`config.mk`:
```
export PLATFORM = sky130hd
export DESIGN_NAME = rr_grant_sched_sv
export DESIGN_NICKNAME = d
export VERILOG_FILES = /design/src/rtl/rr_sched_pkg.sv /design/src/rtl/decoder_sv.sv /design/src/rtl/rr_grant_sched_sv.sv
export SDC_FILE = /design/constraint.sdc
export NUM_CORES = 1
export LEC_CHECK = 0
export BUFFER_PORTS_ARGS = -buffer_cell sky130_fd_sc_hd__buf_2
export CAP_MARGIN = 20
export CORE_ASPECT_RATIO = 0.75
export CORE_MARGIN = 5
export CORE_UTILIZATION = 30
export DETAILED_ROUTE_END_ITERATION = 16
export RECOVER_POWER = 100
export SLEW_MARGIN = 30
export SYNTH_ARGS = -nofsm -noshare
export SYNTH_HDL_FRONTEND = slang
export SYNTH_SLANG_ARGS = --single-unit
export TNS_END_PERCENT = 50
```
`constraint.sdc`:
```
create_clock -name iCLK -period 6.1 [get_ports iCLK]
set_input_delay 1.22 -clock iCLK [delete_from_list [all_inputs] [get_ports iCLK]]
set_output_delay 1.22 -clock iCLK [all_outputs]
set_load 0.005 [all_outputs]
```
`src/rtl/rr_sched_pkg.sv`:
```
// Shared constants, state type and round-robin winner search for the grant scheduler.
// Combinational helpers only; no state lives here.
package rr_sched_pkg;

  localparam int N_REQ = 10;
  localparam int IDX_W = 4;

  typedef enum logic {IDLE, GRANT} sched_state_t;

  // First set request after ptr, wrapping 9 -> 0; returns ptr when req is empty.
  function automatic logic [IDX_W-1:0] rr_next(input logic [IDX_W-1:0] ptr,
                                              input logic [N_REQ-1:0] req);
    logic [IDX_W-1:0] win;
    logic [IDX_W-1:0] cand;
    logic             found;
    win   = ptr;
    found = 1'b0;
    for (int i = 1; i <= N_REQ; i++) begin
      cand = IDX_W'((int'(ptr) + i) % N_REQ);
      if (!found && req[cand]) begin
        win   = cand;
        found = 1'b1;
      end
    end
    return win;
  endfunction

endpackage

```
`src/rtl/decoder_sv.sv`:
```
// Index to one-hot decoder, zero latency, no flow control.
// Indices beyond the requester range drive all ones, so callers must gate the result.
module decoder_sv
  import rr_sched_pkg::*;
(
  input  logic [IDX_W-1:0] idx_i,
  output logic [N_REQ-1:0] dec_o
);

  always_comb begin
    dec_o = '1;
    if (idx_i < IDX_W'(N_REQ)) begin
      dec_o = N_REQ'(1) << idx_i;
    end
  end

endmodule

```
`src/rtl/rr_grant_sched_sv.sv`:
```
// Round-robin owner of one shared resource across 10 requesters; grant one edge after request.
// A grant is held until release, withdrawal or QUANTUM cycles, then one IDLE cycle follows.
module rr_grant_sched_sv
  import rr_sched_pkg::*;
#(
  parameter int QUANTUM = 16
) (
  input  logic             iCLK,
  input  logic             iRSTn,
  input  logic             iEN,
  input  logic [N_REQ-1:0] iREQ,
  input  logic             iDONE,
  output logic             oGNT_VLD,
  output logic [IDX_W-1:0] oGNT_IDX,
  output logic [N_REQ-1:0] oGNT,
  output logic             oTIMEOUT
);

  localparam int              CNT_W    = $clog2(QUANTUM);
  localparam logic [CNT_W-1:0] CNT_LAST = CNT_W'(QUANTUM - 1);

  sched_state_t     state_q, state_d;
  logic [IDX_W-1:0] ptr_q, ptr_d;
  logic [IDX_W-1:0] idx_q, idx_d;
  logic [CNT_W-1:0] cnt_q, cnt_d;
  logic             tmo_q, tmo_d;
  logic [IDX_W-1:0] win;
  logic [N_REQ-1:0] gnt_raw;

  assign win = rr_next(ptr_q, iREQ);

  always_ff @(posedge iCLK or negedge iRSTn) begin
    if (!iRSTn) begin
      state_q <= IDLE;
      ptr_q   <= IDX_W'(N_REQ - 1);
      idx_q   <= '0;
      cnt_q   <= '0;
      tmo_q   <= 1'b0;
    end else begin
      state_q <= state_d;
      ptr_q   <= ptr_d;
      idx_q   <= idx_d;
      cnt_q   <= cnt_d;
      tmo_q   <= tmo_d;
    end
  end

  always_comb begin
    state_d = state_q;
    ptr_d   = ptr_q;
    idx_d   = idx_q;
    cnt_d   = cnt_q;
    tmo_d   = 1'b0;
    case (state_q)
      IDLE: begin
        if (iEN && (|iREQ)) begin
          state_d = GRANT;
          idx_d   = win;
          ptr_d   = win;
          cnt_d   = '0;
        end
      end
      GRANT: begin
        cnt_d = cnt_q + 1'b1;
        // Release beats withdrawal beats timeout; only the timeout pulses.
        if (iDONE) begin
          state_d = IDLE;
        end else if (!iREQ[idx_q]) begin
          state_d = IDLE;
        end else if (cnt_q == CNT_LAST) begin
          state_d = IDLE;
          tmo_d   = 1'b1;
        end
      end
      default: state_d = IDLE;
    endcase
  end

  decoder_sv u_dec (
    .idx_i (idx_q),
    .dec_o (gnt_raw)
  );

  assign oGNT_VLD = (state_q == GRANT);
  assign oGNT_IDX = idx_q;
  assign oGNT     = oGNT_VLD ? gnt_raw : '0;
  assign oTIMEOUT = tmo_q;

endmodule

```
==> run metrics <==
Crit Path Category flip-flop to flip-flop; Sink Count 12; hold_sp cnt_q[0]; setup tns final 0 ns; Slew @ Worst Pin 1.13 ns; # H-tree levels 1; Vias 5367; endpoint class of the critical path flip-flop; data arrival time of the worst path 5.47 ns; Critical-path top delay cell dfrtp_1; RR Endpoint oGNT_IDX[0]; CTS Hold Bufs 0; Die Span X 156 um; Top FF cell, synth dfrtp_1; mean routed wirelength per cell 18.5 um; clock skew 0.00150 ns; Worst Setup Start Kind flip-flop; Setup Viol. Count Final 0; Final Cycle Share 87.9%; Syn Area/Cell 7.27 sq um; DRC errors left 0; maximum clock rate 0.186 GHz; syn nets 705; first-pass GRT wire length 25.9 mm; Rel. slew slack 23.8%; Slew Limit Fails 0; share of cells above drive strength 1 13.9%; Bufs on Longest Clock Path 2; TritonCTS buffer count 3; post-route ant nets 0; status finished, final reports clean; EDFF count, synth 0; grt total ovfl 0; Max FO, Critical Path 18; root buffer cell clkbuf_16; register area share after synthesis 6.34%; worst r2r src ptr_q[1]; Inserted Diodes 0; Worst EP required 6.21 ns; initial antenna violation count 0; #FFs+latches synth 12; # nets final 719; largest net degree at the start of global routing 32; Clock Latency Late Sink 0.24 ns; post-synth cell types 98; DIE AREA 18600 sq um; Top-Level Pins 30; YS warnings 0; port bufs 29; initial DRC count 518; asr flop ratio synth 100%; CTS tree done; post_cts resized 0; FF-to-FF path depth 18; post-synthesis instance area 4770 sq um; Core Area 15800 sq um; Synth Instances 657; Hold Path Depth 1; Pre-Repair DR Iteration Count 5; CP cell instances clkinv_1 -> ha_1 -> clkbuf_2 -> xnor2_2 -> o21ai_0 -> nor2_1 -> nor2_1 -> ha_1 -> a221oi_1 -> a41o_1 -> a21o_1 -> a2111oi_0 -> o21bai_1 -> o31ai_1 -> nor4_4 -> a2111oi_2 -> xnor2_1 -> o21ai_0; DP HPWL 12.5 mm; clk slew on worst S/H paths 0.05 ns; Tmin final 5.36 ns; r2r setup slk 0.74 ns; gp weighted congestion 0.994; vias per cell 6.10; Hold Crit Endpoint cnt_q[0]; final core occ 32.7%; starting density of the core 30.2%; gr usage total 16.8%; die span in y 119 um; critical path buffer and inverter count 2; Crit path max-delay family compound AO/OA/AOI/OAI gates; Post CTS Setup Buffer Count 0; largest stage delay on the critical path 0.65 ns; Max Cap Viol 0; Cell Rows 40; Routed WL 16.3 mm; worst hold path type flip-flop to flip-flop; final hold violations 0; vias in the first global route 4702; fillers 1765; area grow syn2layout 8.39%; RSZ-0062 raised after global routing false; commonest non-fill, non-tap cells in the layout nand2_1 (63), nor2_1 (51), a21oi_1 (46), o21ai_0 (42), ha_1 (34); commonest non-fill, non-tap cell in the layout nand2_1
-- worst reg2reg max path, delay by kind of cell, from the launching register on --
family | cells | cell delay [ns]
AND/OR/NAND/NOR | 3 | 0.37
flip-flops | 1 | 0.65
XOR/XNOR | 2 | 0.56
AO/OA/AOI/OAI | 9 | 2.19
adder cells (fa/ha/maj) | 2 | 0.68
buffers and inverters | 2 | 0.76
-- flip-flops by register name (all words and copies together) (netlist names) --
signal    flops
oGNT_VLD      1
oGNT_IDX      2
cnt_q         4
oTIMEOUT      1
ptr_q         4
-- area by class of cell --
class	count	area [sq um]	share of cell area, %
multi-input combinational	585	4170	80.7
timing repair buffer	48	268	5.17
inverter	21	78.8	1.52
tap	210	263	5.08
clock buffer	4	88.8	1.72
sequential	12	303	5.85
-- cell usage after synthesis, drive strengths merged, types with 10 or more instances --
cell type,number,area share (%)
a211oi,14,2.3
nand3,19,2.0
inv,18,1.4
nor2b,12,1.6
dfrtp,10,5.2
nor3,23,2.5
ha,34,8.9
and2,10,1.3
nand2b,13,1.8
nor2,53,4.3
a21oi,48,5.2
a31oi,14,2.0
xnor2,21,4.3
clkbuf,16,1.3
nand2,63,5.0
mux2,14,3.4
mux2i,25,5.3
o21ai,45,5.0
o211ai,10,1.6
buf,23,3.3
-- metrics by stage --
stage          setup slack (ns)  cell area (sq um)  instances  hold WS, ns
4_1_cts                   0.891               5200        880        0.511
3_3_place_gp               1.01               5110        876        0.496
3_5_place_dp              0.932               5110        876        0.504
6_report                  0.738               5170        880        0.511
2_1_floorplan              1.04               4770        657        0.478
5_1_grt                   0.281               5170        880        0.549
-- worst max-delay path by stage --
| stage | startpoint | end | slack (ns) | cells after the start |
|---|---|---|---|---|
| 3_5_place_dp | ptr_q[1] | ptr_q[2] | 0.93 | 16 |
| 6_report | ptr_q[1] | oGNT_IDX[0] | 0.74 | 18 |
| 5_1_grt | ptr_q[1] | oGNT_IDX[0] | 0.28 | 17 |
| 4_1_cts | ptr_q[1] | ptr_q[2] | 0.89 | 16 |
| 3_3_place_gp | ptr_q[1] | ptr_q[2] | 1.01 | 17 |
| 2_1_floorplan | ptr_q[1] | oGNT_IDX[0] | 1.04 | 19 |
-- per-layer routing --
| layer | vias to the layer above | track usage, % | part of all wire, % |
|---|---|---|---|
| li1 | 2558 | - | - |
| met1 | 2550 | 27.5 | 51 |
| met2 | 236 | 22.3 | 40 |
| met3 | 23 | 2.98 | 8.0 |
| met4 | 0 | 2.84 | 1.6 |
| met5 | - | 0 | 0 |
-- cells by family after synthesis --
group                      count (synthesis)  synth area share, %
buffers and inverters                     60                 6.24
xor gates and xnor gates                  26                 5.40
DFF                                       12                 6.34
muxes                                     44                 11.1
and+or+nand+nor                          246                 27.0
adders and majority gates                 38                 9.77
AOI/OAI and AO/OA                        231                 34.2
Power is not shown: default switching activity piles up to over one toggle a cycle in this logic, so the estimate is an artifact.
